===== src/rtl/reaper_stack_pkg.sv =====
// Shared types and sizing helpers for the Reaper return-address stack.
package reaper_stack_pkg;

  localparam int DEF_DATA_W = 8;
  localparam int DEF_DEPTH  = 16;

  // Encoded directly as {Push,Pop}
  typedef enum logic [1:0] {
    RS_NOP     = 2'b00,
    RS_PUSH    = 2'b10,
    RS_POP     = 2'b01,
    RS_REPLACE = 2'b11
  } rs_op_e;

  function automatic int cnt_w(input int depth);
    return $clog2(depth + 1);
  endfunction

endpackage


===== src/rtl/return_stack_if.sv =====
// Control/status bundle between the PC unit and the return stack.
interface return_stack_if
  import reaper_stack_pkg::*;
#(
  parameter int DATA_W = DEF_DATA_W,
  parameter int DEPTH  = DEF_DEPTH
) ();

  logic                       Push;
  logic                       Pop;
  logic [DATA_W-1:0]          Push_Data;
  logic                       Err_Clear;
  logic [DATA_W-1:0]          Top_Data;
  logic [cnt_w(DEPTH)-1:0]    Count;
  logic                       Empty;
  logic                       Full;
  logic                       Overflow_Err;
  logic                       Underflow_Err;

  modport master (
    output Push, Pop, Push_Data, Err_Clear,
    input  Top_Data, Count, Empty, Full,
    input  Overflow_Err, Underflow_Err
  );

  modport slave (
    input  Push, Pop, Push_Data, Err_Clear,
    output Top_Data, Count, Empty, Full,
    output Overflow_Err, Underflow_Err
  );

endinterface


===== src/rtl/return_stack_mem.sv =====
// Return-stack entry array: one synchronous write port, one async read port.
module return_stack_mem #(
  parameter int DATA_W = 8,
  parameter int DEPTH  = 16,
  localparam int PW    = $clog2(DEPTH)
) (
  input  logic              clk,
  input  logic              we,
  input  logic [PW-1:0]     waddr,
  input  logic [DATA_W-1:0] wdata,
  input  logic [PW-1:0]     raddr,
  output logic [DATA_W-1:0] rdata
);

  logic [DATA_W-1:0] mem [DEPTH];

  always_ff @(posedge clk) begin
    if (we) mem[waddr] <= wdata;
  end

  assign rdata = mem[raddr];

endmodule


===== src/rtl/return_stack.sv =====
// Parametrised return-address stack with sticky error flags.
// Build option: RETURN_STACK_WRAP_EN makes push-while-full overwrite oldest.
module return_stack
  import reaper_stack_pkg::*;
#(
  parameter int DATA_W = DEF_DATA_W,
  parameter int DEPTH  = DEF_DEPTH
) (
  input  logic          Sys_Clock,
  input  logic          Reset,
  return_stack_if.slave bus
);

  localparam int PW = $clog2(DEPTH);
  localparam int CW = cnt_w(DEPTH);

  logic [PW-1:0]     sp, sp_n, sp_inc, wr_addr;
  logic [CW-1:0]     count, count_n;
  logic              ovf, unf, ovf_ev, unf_ev;
  logic              wr_en, empty, full;
  logic [DATA_W-1:0] rd_data;
  rs_op_e            op;

  assign op     = rs_op_e'({bus.Push, bus.Pop});
  assign sp_inc = sp + PW'(1);
  assign empty  = (count == '0);
  assign full   = (count == CW'(DEPTH));

  always_comb begin
    sp_n    = sp;
    count_n = count;
    wr_en   = 1'b0;
    wr_addr = sp_inc;
    ovf_ev  = 1'b0;
    unf_ev  = 1'b0;
    unique case (1'b1)
      (op == RS_PUSH): begin
        if (!full) begin
          sp_n    = sp_inc;
          count_n = count + CW'(1);
          wr_en   = 1'b1;
        end else begin
`ifdef RETURN_STACK_WRAP_EN
          sp_n  = sp_inc;
          wr_en = 1'b1;
`else
          ovf_ev = 1'b1;
`endif
        end
      end
      (op == RS_POP): begin
        if (empty) begin
          unf_ev = 1'b1;
        end else begin
          sp_n    = sp - PW'(1);
          count_n = count - CW'(1);
        end
      end
      (op == RS_REPLACE): begin
        wr_en = 1'b1;
        if (empty) begin
          sp_n    = sp_inc;
          count_n = CW'(1);
        end else begin
          wr_addr = sp;
        end
      end
      default: ;
    endcase
  end

  // New error events win over a coincident clear
  always_ff @(posedge Sys_Clock) begin
    if (!Reset) begin
      sp    <= '0;
      count <= '0;
      ovf   <= 1'b0;
      unf   <= 1'b0;
    end else begin
      sp    <= sp_n;
      count <= count_n;
      ovf   <= ovf_ev | (ovf & ~bus.Err_Clear);
      unf   <= unf_ev | (unf & ~bus.Err_Clear);
    end
  end

  return_stack_mem #(
    .DATA_W (DATA_W),
    .DEPTH  (DEPTH)
  ) u_mem (
    .clk   (Sys_Clock),
    .we    (wr_en & Reset),
    .waddr (wr_addr),
    .wdata (bus.Push_Data),
    .raddr (sp),
    .rdata (rd_data)
  );

  assign bus.Top_Data      = empty ? '0 : rd_data;
  assign bus.Count         = count;
  assign bus.Empty         = empty;
  assign bus.Full          = full;
  assign bus.Overflow_Err  = ovf;
  assign bus.Underflow_Err = unf;

endmodule


===== src/flat_wrapper.sv =====
// flat-port wrapper written by rule: the top's interface ports become plain ports
module return_stack_flat import reaper_stack_pkg::*;
#(
  parameter int DATA_W = DEF_DATA_W,
  parameter int DEPTH  = DEF_DEPTH
)
  (Sys_Clock, Reset, bus_Push, bus_Pop, bus_Push_Data, bus_Err_Clear, bus_Top_Data, bus_Count, bus_Empty, bus_Full, bus_Overflow_Err, bus_Underflow_Err);
  return_stack_if #(.DATA_W(DATA_W), .DEPTH(DEPTH)) bus_i ();
  input  logic Sys_Clock;
  input  logic Reset;
  input wire logic [$bits(bus_i.Push)-1:0] bus_Push;
  input wire logic [$bits(bus_i.Pop)-1:0] bus_Pop;
  input wire logic [$bits(bus_i.Push_Data)-1:0] bus_Push_Data;
  input wire logic [$bits(bus_i.Err_Clear)-1:0] bus_Err_Clear;
  output wire logic [$bits(bus_i.Top_Data)-1:0] bus_Top_Data;
  output wire logic [$bits(bus_i.Count)-1:0] bus_Count;
  output wire logic [$bits(bus_i.Empty)-1:0] bus_Empty;
  output wire logic [$bits(bus_i.Full)-1:0] bus_Full;
  output wire logic [$bits(bus_i.Overflow_Err)-1:0] bus_Overflow_Err;
  output wire logic [$bits(bus_i.Underflow_Err)-1:0] bus_Underflow_Err;
  assign bus_i.Push = bus_Push;
  assign bus_i.Pop = bus_Pop;
  assign bus_i.Push_Data = bus_Push_Data;
  assign bus_i.Err_Clear = bus_Err_Clear;
  assign bus_Top_Data = bus_i.Top_Data;
  assign bus_Count = bus_i.Count;
  assign bus_Empty = bus_i.Empty;
  assign bus_Full = bus_i.Full;
  assign bus_Overflow_Err = bus_i.Overflow_Err;
  assign bus_Underflow_Err = bus_i.Underflow_Err;
  return_stack #(.DATA_W(DATA_W), .DEPTH(DEPTH)) u_core (.Sys_Clock(Sys_Clock), .Reset(Reset), .bus(bus_i));
endmodule

===== config.mk =====
export PLATFORM = sky130hd
export DESIGN_NAME = return_stack_flat
export DESIGN_NICKNAME = d
export VERILOG_FILES = /design/src/rtl/reaper_stack_pkg.sv /design/src/rtl/return_stack_if.sv /design/src/rtl/return_stack_mem.sv /design/src/rtl/return_stack.sv /design/src/flat_wrapper.sv
export SDC_FILE = /design/constraint.sdc
export NUM_CORES = 1
export LEC_CHECK = 0
export ABC_AREA = 1
export BUFFER_PORTS_ARGS = -buffer_cell sky130_fd_sc_hd__buf_4
export CAP_MARGIN = 20
export CELL_PAD_IN_SITES_DETAIL_PLACEMENT = 1
export CELL_PAD_IN_SITES_GLOBAL_PLACEMENT = 1
export CORE_AREA = 2 2 112 114
export DETAILED_ROUTE_END_ITERATION = 8
export DIE_AREA = 0 0 114 116
export GPL_ROUTABILITY_DRIVEN = 0
export PLACE_DENSITY_LB_ADDON = 0.2
export SLEW_MARGIN = 25
export SYNTH_ARGS = -nofsm -noshare
export SYNTH_HDL_FRONTEND = slang
export SYNTH_SLANG_ARGS = --single-unit

===== constraint.sdc =====
create_clock -name Sys_Clock -period 6.05 [get_ports Sys_Clock]
set_input_delay 0.3025 -clock Sys_Clock [delete_from_list [all_inputs] [get_ports Sys_Clock]]
set_output_delay 0.3025 -clock Sys_Clock [all_outputs]
set_load 0.01 [all_outputs]

## Word level (Yosys, flattened, before mapping)

Memories as Yosys holds them, arrays and structs flattened. A register that Yosys moved wholly into a read port is not among the register bits.
Cells that the tools add are included.

- Flip-flop bits (word level): 11
- RAM bits: 128
- Output and inout bits: 17
- Word-level logic and storage cells: 46
- Memories kept: 1

- Add/sub/neg operators: 4
- Equal/unequal tests: 7
- Multiplexer cells: 20
- Bitwise operators: 6
- Reductions and logical operators: 4

Memories:

| memory | words | bits a word | read ports | clocked after memory_dff | wr ports | RTL line | text |
|---|---|---|---|---|---|---|---|
| u_core.u_mem.mem | 16 | 8 | 1 | 1 | 1 | return_stack_mem.sv:15 | `logic [DATA_W-1:0] mem [DEPTH];` |

Operators with widths:

| kind | number |
|---|---|
| 2-to-1 mux 4 bit | 6 |
| 2-to-1 mux 5 bit | 3 |
| case mux 5 bit (3 select lines) | 1 |
| case mux 4 bit (3 select lines) | 1 |
| 2-to-1 mux 8 bit | 1 |
| 2-to-1 mux 1 bit | 7 |
| adder 5 x 1 -> 5 bit (second input constant) | 1 |
| == test 5 bit (second input constant) | 1 |
| logical NOT 5 bit | 1 |
| subtractor 5 x 1 -> 5 bit (second input constant) | 1 |
| adder 4 x 1 -> 4 bit (second input constant) | 1 |
| == test 2 bit (second input constant) | 2 |
| inequality test 2 bit (second input constant) | 2 |
| AND reduction 4 bit | 1 |
| subtractor 4 x 1 -> 4 bit (second input constant) | 1 |
| AND 1 bit | 3 |
| AND reduction 3 bit | 1 |
| nonzero test 3 bit | 1 |
| == test 2 x 1 -> 1 bit (second input constant) | 1 |
| inequality test 2 x 1 -> 1 bit (second input constant) | 1 |
| OR 1 bit | 2 |
| case mux 1 bit (2 select lines) | 1 |
| NOT 1 bit | 1 |

## Depth between registers and ports, before layout

Gate-level depths: netlist of the first run.

- Depth in word-level cells: 6
- Depth in mapped cells: 13
- Depth with buffers taken out: 13

## Hierarchy

A second synthesis of the first run with hierarchy kept.

- Cells, all modules: 716
- Area total of the unflattened synthesis: 6,656.4 sq um

By module, submodules not included:

| module | instances | cells an instance | area an instance (sq um) |
|---|---|---|---|
| return_stack_mem | 1 | 543 | 5,606.6 |
| return_stack | 1 | 173 | 1,049.8 |

## Worst setup path after synthesis of the first run

No wires, ideal clock.

- Kind: reg-to-reg
- From: register u_core.sp[0]
- To: memory u_core.u_mem.mem[3][0] (enable)
- Library setup time: 0.370 ns
- Arrival: 1.560 ns
- Slack: 4.120 ns
- Stages on the path, launching flop included: 7
- Path buffers: 0
- Cells stage by stage: dfxtp_1 > inv_1 > ha_1 > inv_1 > o21ai_2 > nand3_2 > nor2_1

- Word-level cells in the longest chain between the ends: 3

Ends and longest elaborated chain:

| element | RTL line | text |
|---|---|---|
| start, declared | return_stack.sv:17 | `logic [PW-1:0] sp, sp_n, sp_inc, wr_addr;` |
| start signal, assigned | return_stack.sv:80 | `sp <= sp_n;` |
| adder 4 x 1 -> 4 bit | return_stack.sv:25 | `assign sp_inc = sp + PW'(1);` |
| 2-to-1 mux 4 bit | return_stack.sv:61 | `if (empty) begin` |
| 2-to-1 mux 4 bit (*) | return_stack.sv:36 | `unique case (1'b1)` |
| end, declared | return_stack_mem.sv:15 |  |

Every way passes the cells marked *; elsewhere a longest branch is shown, timed or not.

==> results.sh, run 1 <==
export IMPL_status="completed"
export IMPL_worstSkewPairLatency_ps=420
export IMPL_drive_above_1_share=0.134
export IMPL_place_hpwl_um=10500
export IMPL_antenna_found_initial=0
export IMPL_post_cts_resized_instances=0
export IMPL_synth_top_family_by_area="simple AND/OR/NAND/NOR gates"
export IMPL_required_ps=5750
export IMPL_wl_per_cell_um=21.8
export IMPL_fin_util=0.594
export IMPL_gr_total_overflow=0
export IMPL_postSynth_asyncResetShare=0
export IMPL_timing_final_hold_violations=0
export IMPL_synth_warning_count=0
export IMPL_slew_violations=0
export IMPL_seq_area_frac_synth=0.672
export IMPL_die_w_um=114
export IMPL_ioPinCount=30
export IMPL_skew_ps=4.75
export IMPL_synth_compound_gate_area_share=0.0495
export IMPL_crit_arrival_ps=2770
export IMPL_postRouteAntennaNets=0
export IMPL_timing_worst_slew_pin_value_ps=941
export IMPL_area_of_the_mapped_netlist_um2=6170
export IMPL_dominantRegCellSynth="sky130_fd_sc_hd__edfxtp_1"
export IMPL_clk_path_buf_depth=2
export IMPL_yosys_top_cells_area="sky130_fd_sc_hd__edfxtp_1, sky130_fd_sc_hd__nand2_1, sky130_fd_sc_hd__nand3_1, sky130_fd_sc_hd__dfxtp_1, sky130_fd_sc_hd__a21oi_1"
export IMPL_antenna_cells=0
export IMPL_ctsRootBufferMaster="sky130_fd_sc_hd__clkbuf_16"
export IMPL_setup_viol_count_final=0
export IMPL_tritoncts_buffer_count=17
export IMPL_synth_top_cell_area_share=0.623
export IMPL_detailedRoute_firstPassIterationCount=4
export IMPL_synth_avg_cell_area_um2=10.7
export IMPL_netlist_instances=578
export IMPL_ys_types=30
export IMPL_fp_row_count=40
export IMPL_synth_edf_count=128
export IMPL_placedInstanceArea_um2=6470
export IMPL_synth_adder_area_share=0.00811
export IMPL_syn2layout_area_growth_pct=14.6
export IMPL_start_util=0.518
export IMPL_r2r_slack_ps=3460
export IMPL_startpoint_type="flop"
export IMPL_critical_path_max_fanout=65
export IMPL_max_freq_ghz=0.326
export IMPL_timing_final_ws_setup_ps=2980
export IMPL_remaining_drc_errors=0
export IMPL_p_leak_nw=2.67
export IMPL_place_port_buffers=29
export IMPL_yosys_register_bits=143
export IMPL_core_um2=11900
export IMPL_max_cap_viol_count=0
export IMPL_synth_nets=595
export IMPL_clock_tree_from_tritoncts="yes"
export IMPL_grt_start_max_net_pins=66
export IMPL_worstHoldPathType="in2reg"
export IMPL_finalInstanceArea_um2=7070
export IMPL_finalWirelength_um=16600
export IMPL_dp_worst_setup_slack_ps=3480
export IMPL_synth_xor_xnor_area_share=0.00832
export IMPL_unrepaired_setup_endpoints_after_global_routing="false"
export IMPL_drt_first_iter_violations=323
export IMPL_synth_simple_area_share=0.224
export IMPL_cts_hold_buffers=0
export IMPL_die_h_um=116
export IMPL_total_via_count_after_detailed_routing=4414
export IMPL_layout_filler_cells=1262
export IMPL_cts_clk_slew_worst_paths_ps=60
export IMPL_via_count_of_the_first_global_routing_pass=4656
export IMPL_timing_final_crit_share=0.508
export IMPL_drt_vias_per_instance=5.80
export IMPL_final_setup_tns_ps=0
export IMPL_htreeDepth=4
export IMPL_cp_end_kind="primary output"
export IMPL_ir_drop_uv=170
export IMPL_setup_worst_path_class="reg2out"
export IMPL_totalPowerFinal_mw=2.71
export IMPL_synth_top_area_cell="sky130_fd_sc_hd__edfxtp_1"
export IMPL_grt_use_total=0.266
export IMPL_design_die_area_um2=13200
export IMPL_final_min_clock_period_ps=3070
export IMPL_yosys_mux_area_fraction=0
export IMPL_cts_sinks=143
export IMPL_pwr_dens_nw_per_um2=383
export IMPL_post_cts_repair_timing_setup_buffer_count=0
export IMPL_layout_nets=619
export IMPL_slew_headroom=0.370
export IMPL_first_pass_grt_wire_length_um=25700
-- state kept, by name, indices dropped and copies added, names as in the netlist, named ones only --
register	cells
u_core.bus.Underflow_Err	1
u_core.sp	4
u_core.u_mem.mem	128
u_core.bus.Overflow_Err	1
u_core.bus.Count	5
-- where the power goes --
part           switching (mW)  internal (mW)
combinational           0.337          0.153
clock                   0.394          0.680
sequential             0.0325           1.12
-- layer usage --
metal / part of all wire / vias to the layer above / global-route usage
met5: 0 / - / 0
met4: 0.024 / 0 / 0.109
met3: 0.059 / 31 / 0.0539
met2: 0.50 / 149 / 0.442
met1: 0.42 / 2189 / 0.345
li1: - / 2045 / -
-- worst paths after layout --
check	from	to	cells past startpoint
worst min-delay path	bus_Err_Clear	u_core.bus.Underflow_Err$_SDFF_PN0_	4
worst min register to register	u_core.bus.Underflow_Err$_SDFF_PN0_	u_core.bus.Underflow_Err$_SDFF_PN0_	2
worst max-delay path	flop	bus_Top_Data[4]	8
worst max register to register	u_core.bus.Count[0]$_SDFFE_PN0P_	u_core.u_mem.mem[1][1]$_DFFE_PP_	6
-- kinds of logic after synthesis --
kind of cell | after synthesis
AND/OR/NAND/NOR | 315
flip-flops | 143
buffers and inverters | 58
AO/OA/AOI/OAI | 53
XOR/XNOR | 5
adder cells (fa/ha/maj) | 4
-- synth_stat cells (2+ instances only) --
| master | n |
|---|---|
| sky130_fd_sc_hd__nand2_2 | 2 |
| sky130_fd_sc_hd__inv_1 | 28 |
| sky130_fd_sc_hd__nor2_2 | 2 |
| sky130_fd_sc_hd__buf_2 | 14 |
| sky130_fd_sc_hd__clkbuf_1 | 10 |
| sky130_fd_sc_hd__dfxtp_1 | 15 |
| sky130_fd_sc_hd__nand4_1 | 2 |
| sky130_fd_sc_hd__nand3_1 | 108 |
| sky130_fd_sc_hd__o21bai_1 | 2 |
| sky130_fd_sc_hd__ha_1 | 4 |
| sky130_fd_sc_hd__nor2_1 | 23 |
| sky130_fd_sc_hd__a21oi_1 | 27 |
| sky130_fd_sc_hd__o21ai_0 | 11 |
| sky130_fd_sc_hd__edfxtp_1 | 128 |
| sky130_fd_sc_hd__or2_2 | 2 |
| sky130_fd_sc_hd__nand2_1 | 171 |
| sky130_fd_sc_hd__inv_2 | 4 |
| sky130_fd_sc_hd__o21a_1 | 8 |
| sky130_fd_sc_hd__o21ai_2 | 3 |
| sky130_fd_sc_hd__xor2_1 | 3 |
| sky130_fd_sc_hd__nand3_2 | 2 |
-- stage by stage --
stage	hold slack, ps	instances
detailed placement	459	730
global placement	459	730
CTS	148	761
floorplan	401	578
finish	148	761
global route	169	761
-- placed cells by master, fill, tap and decap left out, drive strengths merged --
cell      Yosys  routed
clkinv        0       6
nand3       111     111
nand2       174     174
buf          16      31
edfxtp      128     128
or2           2       2
nand4         2       2
inv          32      32
nor2         26      26
bufinv        0       4
a21oi        28      28
clkbuf       10      18
xor2          4       4
xnor2         1       1
o21a          8       8
dfxtp        15      15
ha            4       4
o21ai        15      15
clkinvlp      0       3
o21bai        2       2
-- area by class of cell --
| type | count | area [um2] | area share |
|---|---|---|---|
| Sequential cell | 143 | 4150 | 0.586 |
| Multi-Input combinational cell | 377 | 1790 | 0.253 |
| Clock buffer | 18 | 429 | 0.0607 |
| Timing Repair Buffer | 31 | 233 | 0.0329 |
| Tap cell | 147 | 184 | 0.0260 |
| Clock inverter | 13 | 171 | 0.0242 |
| Inverter | 32 | 123 | 0.0173 |
-- critical path: stages (launching register included) --
cell and delay (ps):
sky130_fd_sc_hd__dfxtp_2 310, sky130_fd_sc_hd__buf_4 550, sky130_fd_sc_hd__inv_4 440, sky130_fd_sc_hd__nand2_1 200, sky130_fd_sc_hd__nand3_1 120, sky130_fd_sc_hd__nand3_1 150, sky130_fd_sc_hd__a21oi_1 110, sky130_fd_sc_hd__o21a_1 230
sky130_fd_sc_hd__buf_4 150
Power figures use the tool's default switching activity.
==> inputs of run 2 (changes only) <==
Settings changed: CORE_AREA 2 2 112 114 to 2 2 122 124, DIE_AREA 0 0 114 116 to 0 0 124 126.
Clock period 6.05 ns to 2.57 ns, I/O delays scaled along.
==> run 2 against run 1 <==
Global-route usage decreased by 3.8 points. Final area up 3.8%. Final cell count up 8.0%. Flip-flop and latch count is the same. Sequential power rose by 130%. Clock power rose by 150%. Setup slack worse by 2700 ps. Sequential share of layout area fell by 2.1 points. Critical path type unchanged. Utilization decreased by 8.1 points. Critical path depth fell by 1.
==> results.sh, run 2 (synthesized netlist as in run 1, its figures left out) <==
export IMPL_status="completed"
export IMPL_finalWirelength_um=16800
export IMPL_layout_filler_cells=1561
export IMPL_layout_nets=642
export IMPL_slew_headroom=0.600
export IMPL_worstHoldPathType="in2reg"
export IMPL_ir_drop_uv=460
export IMPL_first_pass_grt_wire_length_um=26100
export IMPL_timing_final_crit_share=0.901
export IMPL_post_cts_repair_timing_setup_buffer_count=0
export IMPL_timing_final_hold_violations=0
export IMPL_switching_share=0.276
export IMPL_largest_register_ffs=128
export IMPL_core_um2=14300
export IMPL_start_util=0.431
export IMPL_place_port_buffers=29
export IMPL_timing_final_ws_setup_ps=253
export IMPL_drt_first_iter_violations=365
export IMPL_crit_arrival_ps=2190
export IMPL_antenna_found_initial=0
export IMPL_ctsRootBufferMaster="sky130_fd_sc_hd__clkbuf_16"
export IMPL_design_die_area_um2=15600
export IMPL_fp_row_count=44
export IMPL_crit_path_end="bus_Top_Data[5]"
export IMPL_required_ps=2440
export IMPL_skew_ps=9.31
export IMPL_die_h_um=126
export IMPL_tritoncts_buffer_count=17
export IMPL_r2r_slack_ps=500
export IMPL_drt_vias_per_instance=5.43
export IMPL_grt_start_max_net_pins=65
export IMPL_p_comb_frac=0.183
export IMPL_p_leak_nw=2.81
export IMPL_dp_worst_setup_slack_ps=496
export IMPL_cp_end_kind="primary output"
export IMPL_antenna_cells=0
export IMPL_grt_use_total=0.228
export IMPL_rr_endpoint="u_core.u_mem.mem[13][5]$_DFFE_PP_"
export IMPL_unrepaired_setup_endpoints_after_global_routing="false"
export IMPL_power_net_switching_mw=1.81
export IMPL_cts_clk_slew_worst_paths_ps=60
export IMPL_postRouteAntennaNets=0
export IMPL_power_share_clock=0.405
export IMPL_sequentialPowerShare=0.412
export IMPL_pwr_dens_nw_per_um2=891
export IMPL_total_via_count_after_detailed_routing=4463
export IMPL_remaining_drc_errors=0
export IMPL_max_cap_viol_count=0
export IMPL_die_w_um=124
export IMPL_top_register="u_core.u_mem.mem"
export IMPL_slew_violations=0
export IMPL_critical_path_max_fanout=64
export IMPL_place_hpwl_um=10700
export IMPL_syn2layout_area_growth_pct=18.9
export IMPL_htreeDepth=4
export IMPL_final_setup_tns_ps=0
export IMPL_clk_path_buf_depth=2
export IMPL_max_freq_ghz=0.432
export IMPL_critical_path_reg2reg_startpoint="u_core.bus.Count[0]$_SDFFE_PN0P_"
export IMPL_startpoint_type="flop"
export IMPL_via_count_of_the_first_global_routing_pass=4705
export IMPL_setup_worst_path_class="reg2out"
export IMPL_setup_viol_count_final=0
export IMPL_detailedRoute_firstPassIterationCount=5
export IMPL_wl_per_cell_um=20.4
export IMPL_gr_total_overflow=0
export IMPL_cts_sinks=143
export IMPL_clock_tree_from_tritoncts="yes"
export IMPL_drive_above_1_share=0.160
export IMPL_most_common_layout_cells="sky130_fd_sc_hd__nand2_1, sky130_fd_sc_hd__edfxtp_1, sky130_fd_sc_hd__nand3_1"
export IMPL_ioPinCount=30
export IMPL_worst_reg_to_reg_path_cell_count=7
export IMPL_final_common_cell="sky130_fd_sc_hd__nand2_1"
export IMPL_timing_worst_slew_pin_value_ps=599
export IMPL_p_int_mw=4.73
export IMPL_final_min_clock_period_ps=2320
export IMPL_worstSkewPairLatency_ps=420
==> run 2: cell count changes in the layout (fill, tap and decap cells not counted), sizes merged <==
cell	before	now
buf	31	52
dlygate4sd3	0	2
bufinv	4	5
clkbuf	18	19
clkinvlp	3	2
==> run 2: area by class of cell <==
type / count / area, um2 / share of cell area
Clock inverter: 13 / 194 / 0.0264
Clock buffer: 19 / 433 / 0.0590
Sequential cell: 143 / 4150 / 0.565
Tap cell: 184 / 230 / 0.0314
Inverter: 32 / 123 / 0.0167
Timing Repair Buffer: 54 / 427 / 0.0582
Multi-Input combinational cell: 377 / 1790 / 0.243
==> run 2: power by group through the flow <==
stage | logic (mW) | registers, mW | clock network [mW]
after global routing | 1.33 | 2.70 | 2.75
after CTS | 1.21 | 2.69 | 2.67
after global placement | 1.15 | 2.73 | 0
after floorplan | 0.754 | 2.71 | 0
after detailed placement | 1.19 | 2.74 | 0
final | 1.20 | 2.69 | 2.65
==> run 2: how the worst min path moves through the flow <==
stage	start	to	slack, ps	cells past startpoint
after floorplan	bus_Push_Data[0]	u_core.u_mem.mem[0][0]$_DFFE_PP_	230	0
after global placement	bus_Err_Clear	u_core.bus.Overflow_Err$_SDFF_PN0_	400	4
after detailed placement	bus_Err_Clear	u_core.bus.Overflow_Err$_SDFF_PN0_	410	4
after CTS	bus_Push_Data[7]	u_core.u_mem.mem[14][7]$_DFFE_PP_	40	1
after global routing	bus_Push_Data[7]	u_core.u_mem.mem[14][7]$_DFFE_PP_	60	1
final	bus_Push_Data[1]	u_core.u_mem.mem[7][1]$_DFFE_PP_	60	1
==> run 2: stage by stage <==
stage                     power (mW)  std cells  utilization  hold WS, ps  instance area (um2)
after floorplan                 3.47        578            -          227                 6170
after global placement          3.88        788        0.467          401                 6680
after detailed placement        3.92        788        0.467          411                 6680
after CTS                       6.56        822        0.512         43.7                 7330
after global routing            6.78        822        0.513         56.6                 7340
final                           6.54        822        0.513         55.3                 7340
==> run 2: critical path, cell delays in order (launching register included) <==
cell and delay (ps):
sky130_fd_sc_hd__dfxtp_2 360, sky130_fd_sc_hd__buf_6 430, sky130_fd_sc_hd__nand2_1 110, sky130_fd_sc_hd__nand3_1 130, sky130_fd_sc_hd__nand3_1 150, sky130_fd_sc_hd__a21oi_1 290, sky130_fd_sc_hd__o21a_1 160, sky130_fd_sc_hd__buf_4 120
==> run 2: per-layer routing <==
| layer | share of wire | vias to the layer above | global-route usage |
|---|---|---|---|
| met2 | 0.50 | 108 | 0.374 |
| li1 | - | 2090 | - |
| met4 | 0.022 | 0 | 0.0939 |
| met5 | 0 | - | 0 |
| met3 | 0.039 | 27 | 0.0457 |
| met1 | 0.44 | 2238 | 0.294 |
==> run 2: what timing repair did <==
action                                  4_1_cts  5_1_grt
hold endpoints to repair                      3        0
hold buffers                                  2        0
gates resized for setup                       0        3
endpoints found under the setup margin        0        2
